--- src/rtl/bit_stream_serializer_if.sv ---
// Word-in / bit-out bus of the bit stream serializer.
// The master drives words and flush; the slave (the serializer) drives the serial side.
interface bit_stream_serializer_if #(
  parameter int unsigned WIDTH = 8
);
  logic             flush;
  logic [WIDTH-1:0] in_data;
  logic             in_valid;
  logic             in_ready;
  logic             ser_bit;
  logic             ser_active;
  logic             word_start;
  logic             word_done;
  logic [15:0]      words_sent;

  modport master (
    output flush, in_data, in_valid,
    input  in_ready, ser_bit, ser_active, word_start, word_done, words_sent
  );

  modport slave (
    input  flush, in_data, in_valid,
    output in_ready, ser_bit, ser_active, word_start, word_done, words_sent
  );
endinterface

--- src/rtl/bit_stream_serializer.sv ---
// Double-buffered word serializer: a hold register takes the next word while the shift
// register sends the current one, so back-to-back words come out with no idle gap.
module bit_stream_serializer #(
  parameter int unsigned WIDTH     = 8,
  parameter bit          MSB_FIRST = 1'b1,
  parameter bit          IDLE_BIT  = 1'b0
) (
  input logic                    clk,
  input logic                    rst,
  bit_stream_serializer_if.slave ser_if
);

  localparam int unsigned     CntW    = $clog2(WIDTH);
  localparam logic [CntW-1:0] LastCnt = CntW'(WIDTH - 1);
  localparam logic [CntW-1:0] CntOne  = CntW'(1);

  localparam logic [0:0] StIdle  = 1'b0;
  localparam logic [0:0] StShift = 1'b1;

  logic [0:0]       state_q, state_d;
  logic [CntW-1:0]  cnt_q, cnt_d;
  logic [WIDTH-1:0] hold_q, hold_d;
  logic             hold_full_q, hold_full_d;
  logic [WIDTH-1:0] shift_q, shift_d;
  logic             ser_bit_q, ser_bit_d;
  logic             ser_active_q, ser_active_d;
  logic             word_start_q, word_start_d;
  logic             word_done_q, word_done_d;
  logic [15:0]      words_sent_q, words_sent_d;

  logic             in_ready;
  logic             accept;
  logic             can_load;
  logic             load_hold;
  logic             load_bypass;
  logic             word_end;
  logic [WIDTH-1:0] load_word;

  // Ready depends only on state and flush, never on in_valid.
  assign in_ready    = !hold_full_q && !ser_if.flush;
  assign accept      = ser_if.in_valid && in_ready;
  // The shifter can take a new word when empty or on the last bit of the current word.
  assign can_load    = (state_q == StIdle) || (cnt_q == LastCnt);
  assign load_hold   = hold_full_q && can_load;
  assign load_bypass = !hold_full_q && accept && can_load;
  assign load_word   = load_hold ? hold_q : ser_if.in_data;
  // A flush on the last bit abandons the word, so it is not counted.
  assign word_end    = (state_q == StShift) && (cnt_q == LastCnt) && !ser_if.flush;

  // Next-state: hold buffer, shifter and the registered serial outputs.
  always_comb begin
    state_d      = state_q;
    cnt_d        = cnt_q;
    hold_d       = hold_q;
    hold_full_d  = hold_full_q;
    shift_d      = shift_q;
    ser_bit_d    = IDLE_BIT;
    ser_active_d = 1'b0;
    word_start_d = 1'b0;
    word_done_d  = 1'b0;
    words_sent_d = words_sent_q;

    if (word_end && (words_sent_q != 16'hFFFF)) begin
      words_sent_d = words_sent_q + 16'd1;
    end

    if (ser_if.flush) begin
      state_d     = StIdle;
      cnt_d       = '0;
      hold_full_d = 1'b0;
    end else begin
      if (load_hold) begin
        hold_full_d = 1'b0;
      end
      if (accept && !load_bypass) begin
        hold_d      = ser_if.in_data;
        hold_full_d = 1'b1;
      end

      if (load_hold || load_bypass) begin
        state_d      = StShift;
        cnt_d        = '0;
        shift_d      = load_word;
        ser_bit_d    = MSB_FIRST ? load_word[WIDTH-1] : load_word[0];
        ser_active_d = 1'b1;
        word_start_d = 1'b1;
      end else if ((state_q == StShift) && (cnt_q != LastCnt)) begin
        cnt_d        = cnt_q + CntOne;
        shift_d      = MSB_FIRST ? (shift_q << 1) : (shift_q >> 1);
        ser_bit_d    = MSB_FIRST ? shift_d[WIDTH-1] : shift_d[0];
        ser_active_d = 1'b1;
        word_done_d  = (cnt_d == LastCnt);
      end else begin
        state_d = StIdle;
        cnt_d   = '0;
      end
    end
  end

  // State registers; reset abandons any word in flight immediately.
  always_ff @(posedge clk or posedge rst) begin
    if (rst) begin
      state_q      <= StIdle;
      cnt_q        <= '0;
      hold_q       <= '0;
      hold_full_q  <= 1'b0;
      shift_q      <= '0;
      ser_bit_q    <= IDLE_BIT;
      ser_active_q <= 1'b0;
      word_start_q <= 1'b0;
      word_done_q  <= 1'b0;
      words_sent_q <= '0;
    end else begin
      state_q      <= state_d;
      cnt_q        <= cnt_d;
      hold_q       <= hold_d;
      hold_full_q  <= hold_full_d;
      shift_q      <= shift_d;
      ser_bit_q    <= ser_bit_d;
      ser_active_q <= ser_active_d;
      word_start_q <= word_start_d;
      word_done_q  <= word_done_d;
      words_sent_q <= words_sent_d;
    end
  end

  assign ser_if.in_ready   = in_ready;
  assign ser_if.ser_bit    = ser_bit_q;
  assign ser_if.ser_active = ser_active_q;
  assign ser_if.word_start = word_start_q;
  assign ser_if.word_done  = word_done_q;
  assign ser_if.words_sent = words_sent_q;

endmodule
--- src/flat_wrapper.sv ---
// flat-port wrapper written by rule: the top's interface ports become plain ports
module bit_stream_serializer_flat 
#(
  parameter int unsigned WIDTH     = 8,
  parameter bit          MSB_FIRST = 1'b1,
  parameter bit          IDLE_BIT  = 1'b0
)
  (clk, rst, ser_if_flush, ser_if_in_data, ser_if_in_valid, ser_if_in_ready, ser_if_ser_bit, ser_if_ser_active, ser_if_word_start, ser_if_word_done, ser_if_words_sent);
  bit_stream_serializer_if #(.WIDTH(WIDTH)) ser_if_i ();
  input logic clk;
  input logic rst;
  input wire logic [$bits(ser_if_i.flush)-1:0] ser_if_flush;
  input wire logic [$bits(ser_if_i.in_data)-1:0] ser_if_in_data;
  input wire logic [$bits(ser_if_i.in_valid)-1:0] ser_if_in_valid;
  output wire logic [$bits(ser_if_i.in_ready)-1:0] ser_if_in_ready;
  output wire logic [$bits(ser_if_i.ser_bit)-1:0] ser_if_ser_bit;
  output wire logic [$bits(ser_if_i.ser_active)-1:0] ser_if_ser_active;
  output wire logic [$bits(ser_if_i.word_start)-1:0] ser_if_word_start;
  output wire logic [$bits(ser_if_i.word_done)-1:0] ser_if_word_done;
  output wire logic [$bits(ser_if_i.words_sent)-1:0] ser_if_words_sent;
  assign ser_if_i.flush = ser_if_flush;
  assign ser_if_i.in_data = ser_if_in_data;
  assign ser_if_i.in_valid = ser_if_in_valid;
  assign ser_if_in_ready = ser_if_i.in_ready;
  assign ser_if_ser_bit = ser_if_i.ser_bit;
  assign ser_if_ser_active = ser_if_i.ser_active;
  assign ser_if_word_start = ser_if_i.word_start;
  assign ser_if_word_done = ser_if_i.word_done;
  assign ser_if_words_sent = ser_if_i.words_sent;
  bit_stream_serializer #(.WIDTH(WIDTH), .MSB_FIRST(MSB_FIRST), .IDLE_BIT(IDLE_BIT)) u_core (.clk(clk), .rst(rst), .ser_if(ser_if_i));
endmodule
--- config.mk ---
export PLATFORM = sky130hd
export DESIGN_NAME = bit_stream_serializer_flat
export DESIGN_NICKNAME = d
export VERILOG_FILES = /design/src/rtl/bit_stream_serializer_if.sv /design/src/rtl/bit_stream_serializer.sv /design/src/flat_wrapper.sv
export SDC_FILE = /design/constraint.sdc
export NUM_CORES = 1
export LEC_CHECK = 0
export ABC_AREA = 1
export ABC_CLOCK_PERIOD_IN_PS = 3500
export CAP_MARGIN = 25
export CORE_MARGIN = 2
export CORE_UTILIZATION = 50
export DETAILED_ROUTE_END_ITERATION = 16
export DONT_BUFFER_PORTS = 1
export GPL_ROUTABILITY_DRIVEN = 0
export SLEW_MARGIN = 40
export SYNTH_ARGS = -nofsm -noshare
export SYNTH_HDL_FRONTEND = slang
export SYNTH_SLANG_ARGS = --single-unit
--- constraint.sdc ---
create_clock -name clk -period 3.5 [get_ports clk]
set_clock_uncertainty 0.1 [all_clocks]
set_input_delay 0.7 -clock clk [delete_from_list [all_inputs] [get_ports clk]]
set_output_delay 0.7 -clock clk [all_outputs]
set_load 0.02 [all_outputs]
==> impl_metrics.toml, run 1 <==
[run_status]
run_status = "finished, final reports clean"

[worst_setup_path]
arrival_ps = 2050
end_kind = "flip-flop"
startpoint_type = "flip-flop"
cp.required_ps = 3590
path_class = "flip-flop to flip-flop"
reg2reg_slack_ps = 1540
path_max_fanout = 16

[place]
placed_cell_area_sq_um = 2200
portBuffers = 0
place_hpwl_um = 3150

[cts]
cts_sinks = 40
cts_tree = "built"
cts_resized = 0
cts_buffers = 5
clk_pin_slew_ps = 70
cts_setup_buffers = 0
ctsHoldBuffers = 0
cts-htree-levels = 2
clk_latency_ps = 280
cts-root-buf = "clkbuf_8"
clockBufferDepth = 2

[synthesis]
synth_area_leader_cell = "dfrtp_1"
seq_area_frac_synth_pct = 46.6
synthesis.area_sq_um = 2150
synth_top_area_share_pct = 46.6
synth_area_leaders = "dfrtp_1 (47%), nand2_1 (19%), inv_1 (5.9%), nand3_1 (4.9%), o21ai_0 (4.4%)"
synth-edff-count = 0
synth.avg_cell_area_sq_um = 7.60
synthCells = 283
ys_warn_count = 0
async_reset_ff_share_pct = 100
ys_seq_elements = 40
syn_nets = 299
synth_cell_types = 25
synthFlopType = "dfrtp_1"

[die]
rows = 23
start_util_pct = 53.0
die_x_um = 69.6
dieArea_sq_um = 4840
core-area_sq_um = 4060
num_io_pins = 33
dieHeight_um = 69.6

[routing]
drcViolationCount = 0
drt_wl_total_um = 4210
vias_per_cell = 5.05
drt_iter0_drc = 69
routedWlPerCell_um = 12.5
route.antenna.remaining_nets = 0
vias = 1708
firstDrtPassIters = 4

[timing]
rsz0062_at_grt = "no"
hold_violations = 0
fin_crit_sh_pct = 56.1
report.final.slew_viol_count = 0
timing.fmax_mhz = 510
post-route-min-period_ps = 1960
whs_ps = 217
fin_tns_setup_ps = 0
maxSlewHeadroom_pct = 60.6
setup_viol = 0
worstMarginPinSlew_ps = 588

[grt]
grt_pass1_wl_um = 7250
first_global_vias = 1559
grt_usage_pct = 19.1
antenna_found_initial = 0
grt_overflow = 0
grt_max_degree = 29

[finish]
final_util_pct = 56.1
final_cell_mix = "nand2_1 (106), dfrtp_1 (40), inv_1 (34)"
drive_gt1_share_pct = 7.64
fill_cells = 388
finish.net_count = 304
final_common_cell = "nand2_1"
postLayoutCellArea_sq_um = 2280
syn_to_final_growth_pct = 5.88
diodes = 0

[pwr]
intPower_w = 0.000682
vdd_ir_drop_max_mv = 0.260
power.switching_w = 0.000246
swShare_pct = 26.5
power_density_nw_per_um2 = 408
p_comb_share_pct = 11.2
p_leak_nw = 1.18
pwr-share-clk_pct = 30.9
seq_power_share_pct = 57.9

[job]
drv_cap = 0

[min_path]
hold_path.class = "primary input to asynchronous set/reset pin"
## path summary, 6_finish.rpt
kind | from | end | depth (start not counted)
setup / recovery | u_core.cnt_q[0] | u_core.hold_q[7] | 7
hold / removal | rst | u_core.ser_if.words_sent[0] | 1
setup reg to reg | u_core.cnt_q[0] | u_core.hold_q[7] | 7
hold reg to reg | u_core.cnt_q[0] | u_core.cnt_q[0] | 1
max in group asynchronous | rst | u_core.cnt_q[0] | 2
min in group clk | u_core.cnt_q[0] | u_core.cnt_q[0] | 1
## final cells by class
class / instances / area (sq um) / area share, %
well taps: 50 / 62.6 / 2.75
inverters: 39 / 146 / 6.43
multi-input cells: 201 / 981 / 43.1
flip-flops and latches: 40 / 1000 / 44.0
repair buffers: 1 / 7.51 / 0.330
clock buffers: 6 / 72.6 / 3.19
clock inverters: 1 / 5.00 / 0.220
## sequential cells by signal, indices dropped and copies added (netlist names)
name	count
u_core.cnt_q	3
u_core.ser_if.word_start	1
u_core.ser_if.ser_active	1
u_core.ser_if.words_sent	16
u_core.hold_full_q	1
u_core.state_q	1
u_core.ser_if.ser_bit	1
u_core.shift_q	7
u_core.ser_if.word_done	1
u_core.hold_q	8
## cells in the mapped netlist, types with 3 or more instances
master,n
nand3_1,21
inv_1,34
inv_2,4
ha_1,4
nand2_4,3
dfrtp_1,40
nor2_1,20
nand2_1,106
nand4_1,7
o21ai_0,19
xnor2_1,6
## layer usage
metal  global-route usage (%)  routed length [um]  part of all wire [%]
met1                     21.9                1830                    44
met3                     6.25                 188                   4.5
met2                     33.0                2130                    51
met5                        0                   0                     0
met4                     7.19                  59                   1.4
## logic make-up after synthesis
kind of cell	count (synthesis)	synth area share [%]
compound gates	26	6.93
xor+xnor	6	2.44
fa+ha+maj	4	2.33
buf+inv	42	7.80
flops	40	46.6
simple gates	165	33.9
## stage by stage
stage | std cells | setup WS [ps] | total power (W)
final | 338 | 1540 | 0.000928
after global routing | 338 | 1320 | 0.000984
after CTS | 338 | 1510 | 0.000942
after detailed placement | 331 | 1530 | 0.000652
after global placement | 331 | 1540 | 0.000651
after floorplan | 283 | 1780 | 0.000625
## power by group through the flow
stage          combinational [W]  clock [W]  sequential, W
2_1_floorplan          0.0000864          0       0.000539
3_3_place_gp            0.000104          0       0.000547
3_5_place_dp            0.000106          0       0.000545
4_1_cts                 0.000106   0.000298       0.000537
5_1_grt                 0.000125   0.000318       0.000541
6_report                0.000104   0.000287       0.000538
## worst max-delay path: stages, from the launching register on
cell,delay [ps]
dfrtp_1,390
ha_1,200
ha_1,170
inv_1,120
nand2_2,110
inv_1,90
nand3_1,350
o21ai_0,330
Note: power is estimated with default switching activity, not from simulation.
==> inputs of run 2 (changes only) <==
ABC_CLOCK_PERIOD_IN_PS = 1600   (was 3500)
PLACE_DENSITY = 0.68   (was not set)
clock period = 1.6 ns   (was 3.5 ns; I/O delays follow)
==> run 2 against run 1 <==
Effect of this change: the flow now finishes with violations (negative setup slack); routed wire length grew 29%; maximum frequency rose by 20%; count of clock-buffer cells in the layout rose by 1; flip-flop and latch count is the same; largest power group unchanged; total power up 140%.
==> impl_metrics.toml, run 2 (same netlist as run 1, synthesis figures left out) <==
[place]
place_ws_ps = -140
place_hpwl_um = 3290
portBuffers = 0
placed_cell_area_sq_um = 2400

[worst_setup_path]
startpoint_type = "flip-flop"
crit_chain = "ha_2, ha_4, inv_6, nand2_8, clkinvlp_4, nand3_2, nand2_1, o21ai_0"
worst-r2r-cell-count = 8
end_kind = "flip-flop"
path_max_fanout = 8
max_stage_delay_ps = 390
slowest_stage = "dfrtp_1"
path_class = "flip-flop to flip-flop"
arrival_ps = 1720
cp.required_ps = 1690

[routing]
drt_wl_total_um = 5450
drcViolationCount = 0
vias_per_cell = 5.27
drt_iter0_drc = 88
firstDrtPassIters = 4
route.antenna.remaining_nets = 0
vias = 1991
routedWlPerCell_um = 14.4

[job]
drv_cap = 0

[finish]
finish.net_count = 343
syn_to_final_growth_pct = 30.3
largest_register_ffs = 16
final_util_pct = 69.0
diodes = 0
drive_gt1_share_pct = 26.8
final_cell_mix = "nand2_1 (102), dfrtp_1 (38), inv_1 (32)"
final_common_cell = "nand2_1"
postLayoutCellArea_sq_um = 2800

[die]
dieArea_sq_um = 4840
core-area_sq_um = 4060
start_util_pct = 53.0
num_io_pins = 33
rows = 23
die_x_um = 69.6
dieHeight_um = 69.6

[cts]
clk_pin_slew_ps = 80
cts-root-buf = "clkbuf_8"
cts-htree-levels = 2
cts_sinks = 40
clk_latency_ps = 300
cts_buffers = 5
clockBufferDepth = 2
cts_tree = "built"

[timing]
rsz0062_at_grt = "yes"
worstMarginPinSlew_ps = 529
report.final.slew_viol_count = 0
fin_crit_sh_pct = 102
hold_violations = 0
fin_ws_ps = -29.8
setup_viol = 5
post-route-min-period_ps = 1630
whs_ps = 55.1
timing.fmax_mhz = 614
maxSlewHeadroom_pct = 64.7

[run_status]
run_status = "complete, but fails checks"
violations = "negative setup slack"

[min_path]
min_path_cells = 2
hold_path.class = "primary input to flip-flop"

[grt]
grt_pass1_wl_um = 8580
grt_usage_pct = 22.1
grt_max_degree = 41
first_global_vias = 1919
antenna_found_initial = 0
grt_overflow = 0

[pwr]
power.total_w = 0.00224
vdd_ir_drop_max_mv = 0.650
power_density_nw_per_um2 = 798
p_leak_nw = 1.40
## run 2: worst paths after layout
path                                                     to  slack [ps]         startpoint
worst min-delay path                       u_core.hold_q[0]          60  ser_if_in_data[0]
worst max register to register             u_core.hold_q[5]         -30    u_core.cnt_q[1]
max in group asynchronous       u_core.ser_if.words_sent[4]         540                rst
min in group asynchronous       u_core.ser_if.words_sent[2]         480                rst
worst max-delay path                       u_core.hold_q[5]         -30    u_core.cnt_q[1]
worst min register to register             u_core.hold_q[6]         400   u_core.hold_q[6]
## run 2: per-stage QoR
| step | setup TNS (ps) | cells |
|---|---|---|
| detailed placement | -1870 | 357 |
| floorplan | -3.07 | 283 |
| CTS | 0 | 372 |
| finish | -57.4 | 378 |
| global route | -2070 | 378 |
| global placement | -1100 | 357 |
## run 2: report_power, final
part           switching, W  internal, W
Sequential        0.0000778      0.00111
Clock              0.000369     0.000351
Combinational      0.000191     0.000133
Total              0.000638      0.00160
## run 2: cell type report
cell class,instances,area [sq um]
fillers,324,1260
well taps,50,62.6
clock buffers,7,86.3
clock inverters,1,7.51
flip-flops and latches,40,1000
multi-input cells,204,1170
inverters,39,160
repair buffers,36,307
repair inverters,1,5.00
## run 2: what timing repair did
| item | CTS | global route |
|---|---|---|
| cloned | 1 | 3 |
| resized for setup | 24 | 33 |
| pin swaps | 3 | 9 |
| buffers inserted | 5 | 3 |
| endpoints found under the hold margin | 42 | 0 |
| hold buffers | 2 | 0 |
| endpoints found under the setup margin | 22 | 32 |
## run 2: critical path: cells and delay by family (launching register included)
kind                     cells  cell delay [ps]
flip-flops                   1              390
buffers and inverters        2              210
AO/OA/AOI/OAI                1               70
AND/OR/NAND/NOR              3              370
adder cells (fa/ha/maj)      2              370
## run 2: layer usage
layer	up-vias	part of all wire, %	GRT usage [%]
li1	986	-	-
met1	954	44	27.8
met2	41	50	37.2
met3	10	4.2	4.07
met4	0	1.8	9.37
met5	-	0	0
==> inputs of run 3 (changes only) <==
CORE_UTILIZATION = 30   (was 50)
PLACE_DENSITY = 0.48   (was 0.68)
==> run 3 against run 2 <==
Effect of this change: sequential share of layout area shrank 0.92 points; final cell count is 12% higher; design area grew 2.8%; worst setup slack better by 30 ps; total power grew 4.0%; maximum frequency increased by 1.9%; sequential power about the same; hold slack improved by 6.7 ps; count of clock-buffer cells in the layout is 1 lower; the run now ends clean; via count shrank 5.7%.
==> impl_metrics.toml, run 3 (same netlist as run 1, synthesis figures left out) <==
[run_status]
run_status = "finished, final reports clean"

[timing]
hold_violations = 0
fin_crit_sh_pct = 100
report.final.slew_viol_count = 0
timing.fmax_mhz = 625
post-route-min-period_ps = 1600
maxSlewHeadroom_pct = 83.4
worstMarginPinSlew_ps = 248
rsz0062_at_grt = "yes"
setup_viol = 0
whs_ps = 61.8

[grt]
first_global_vias = 1786
antenna_found_initial = 0
grt_max_degree = 41
grt_overflow = 0
grt_pass1_wl_um = 8510
grt_usage_pct = 14.1

[routing]
vias_per_cell = 4.43
route.antenna.remaining_nets = 0
firstDrtPassIters = 4
routedWlPerCell_um = 12.4
vias = 1877
drt_wl_total_um = 5240
drt_iter0_drc = 50
drcViolationCount = 0

[cts]
cts-root-buf = "clkbuf_8"
clk_latency_ps = 300
cts-htree-levels = 2
cts_tree = "built"
clockBufferDepth = 2
cts_sinks = 40
clk_pin_slew_ps = 80
cts_buffers = 5

[place]
portBuffers = 0
dp.cells = 404
place_hpwl_um = 3400

[pwr]
power_density_nw_per_um2 = 808
vdd_ir_drop_max_mv = 0.383
p_leak_nw = 1.42

[worst_setup_path]
end_kind = "flip-flop"
path_max_fanout = 7
worstPathBufferInverterCount = 2
cp.required_ps = 1740
crit_chain = "ha_2, ha_4, inv_6, nor3_4, a21boi_4, buf_6, nand2_1, nand2_1"
max_stage_delay_ps = 360
crit_family = "flip-flops"
slowest_stage = "dfrtp_1"
path_class = "flip-flop to flip-flop"
startpoint_type = "flip-flop"
cp_common_cell = "nand2_1"
arrival_ps = 1740

[job]
drv_cap = 0

[finish]
multiInputGateArea_sq_um = 1170
final-seq-area_sq_um = 1000
diodes = 0
drive_gt1_share_pct = 26.2
fill_cells = 713
finish.net_count = 343
final_cell_mix = "nand2_1 (99), dfrtp_1 (37), inv_1 (32)"
layout.cells.non_filler = 424
syn_to_final_growth_pct = 33.9
largest_register_ffs = 16
final_common_cell = "nand2_1"

[die]
dieArea_sq_um = 7860
start_util_pct = 31.3
core-area_sq_um = 6870
num_io_pins = 33
rows = 30
die_x_um = 88.6
dieHeight_um = 88.6

[min_path]
hold_path.class = "primary input to flip-flop"
run 3: changes by cell type in the layout (fill, tap and decap cells not counted), moves of 2 or more:
cell	change
nand2_1	-3
nand2_2	+3
o21ai_2	-3
clkinvlp_4	-2
inv_2	+2
nand3_2	-2
o21ai_0	+2
run 3: timing repair:
item | CTS | global route
hold endpoints to repair | 42 | 0
cloned | 3 | 1
endpoints found under the setup margin | 31 | 33
pin swaps | 9 | 12
buffers inserted | 1 | 5
hold buffers | 2 | 0
gates resized for setup | 21 | 31
run 3: layout make-up:
cell class / count / share of cell area, %
Clock buffer: 6 / 2.52
Multi-Input combinational cell: 204 / 40.7
Timing Repair Buffer: 36 / 11.0
Tap cell: 96 / 4.17
Clock inverter: 2 / 1.22
Inverter: 39 / 5.35
Sequential cell: 40 / 34.9
Timing Repair inverter: 1 / 0.217
run 3: routing by layer:
| metal | routed length (um) | track usage (%) | vias up |
|---|---|---|---|
| met1 | 2380 | 17.9 | 858 |
| met2 | 2580 | 23.5 | 34 |
| met3 | 206 | 3.17 | 7 |
| met5 | 0 | 0 | - |
| li1 | - | - | 978 |
| met4 | 70 | 4.96 | 0 |
run 3: report_power, final:
group          total [W]  leakage, nW  switching [W]  internal [W]
registers        0.00118        0.524      0.0000679       0.00111
logic           0.000307        0.842       0.000174      0.000133
clock network   0.000836       0.0552       0.000373      0.000463
total            0.00232         1.42       0.000615       0.00171
run 3: stage by stage:
stage                     total power (W)  setup WS (ps)  setup TNS (ps)  util, %  cell area [sq um]
after floorplan                   0.00137          -1.54           -3.07        -               2170
after global placement            0.00145           -147           -1570     36.3               2490
after detailed placement          0.00145           -161           -1910     36.3               2490
after CTS                         0.00231          -27.3            -231     39.5               2720
after global routing              0.00247          -78.2           -1720     41.9               2880
final                             0.00232          0.270               0     41.9               2880
run 3: worst reg2reg max path: stages, from the launching register on:
cell,delay (ps)
dfrtp_1,360
ha_2,190
ha_4,150
inv_6,40
nor3_4,210
a21boi_4,230
buf_6,150
nand2_1,60
nand2_1,50
run 3: worst paths after layout:
| path | startpoint | end | slack (ps) | depth (start not counted) |
|---|---|---|---|---|
| min in group asynchronous | rst | u_core.ser_if.words_sent[6] | 410 | 3 |
| max in group asynchronous | rst | u_core.hold_full_q | 770 | 3 |
| hold reg to reg | u_core.hold_q[4] | u_core.hold_q[4] | 390 | 2 |
| hold / removal | ser_if_in_data[1] | u_core.hold_q[1] | 60 | 2 |
| setup / recovery | u_core.cnt_q[1] | u_core.ser_if.words_sent[3] | 0.3 | 8 |
| setup reg to reg | u_core.cnt_q[1] | u_core.ser_if.words_sent[3] | 0.3 | 8 |
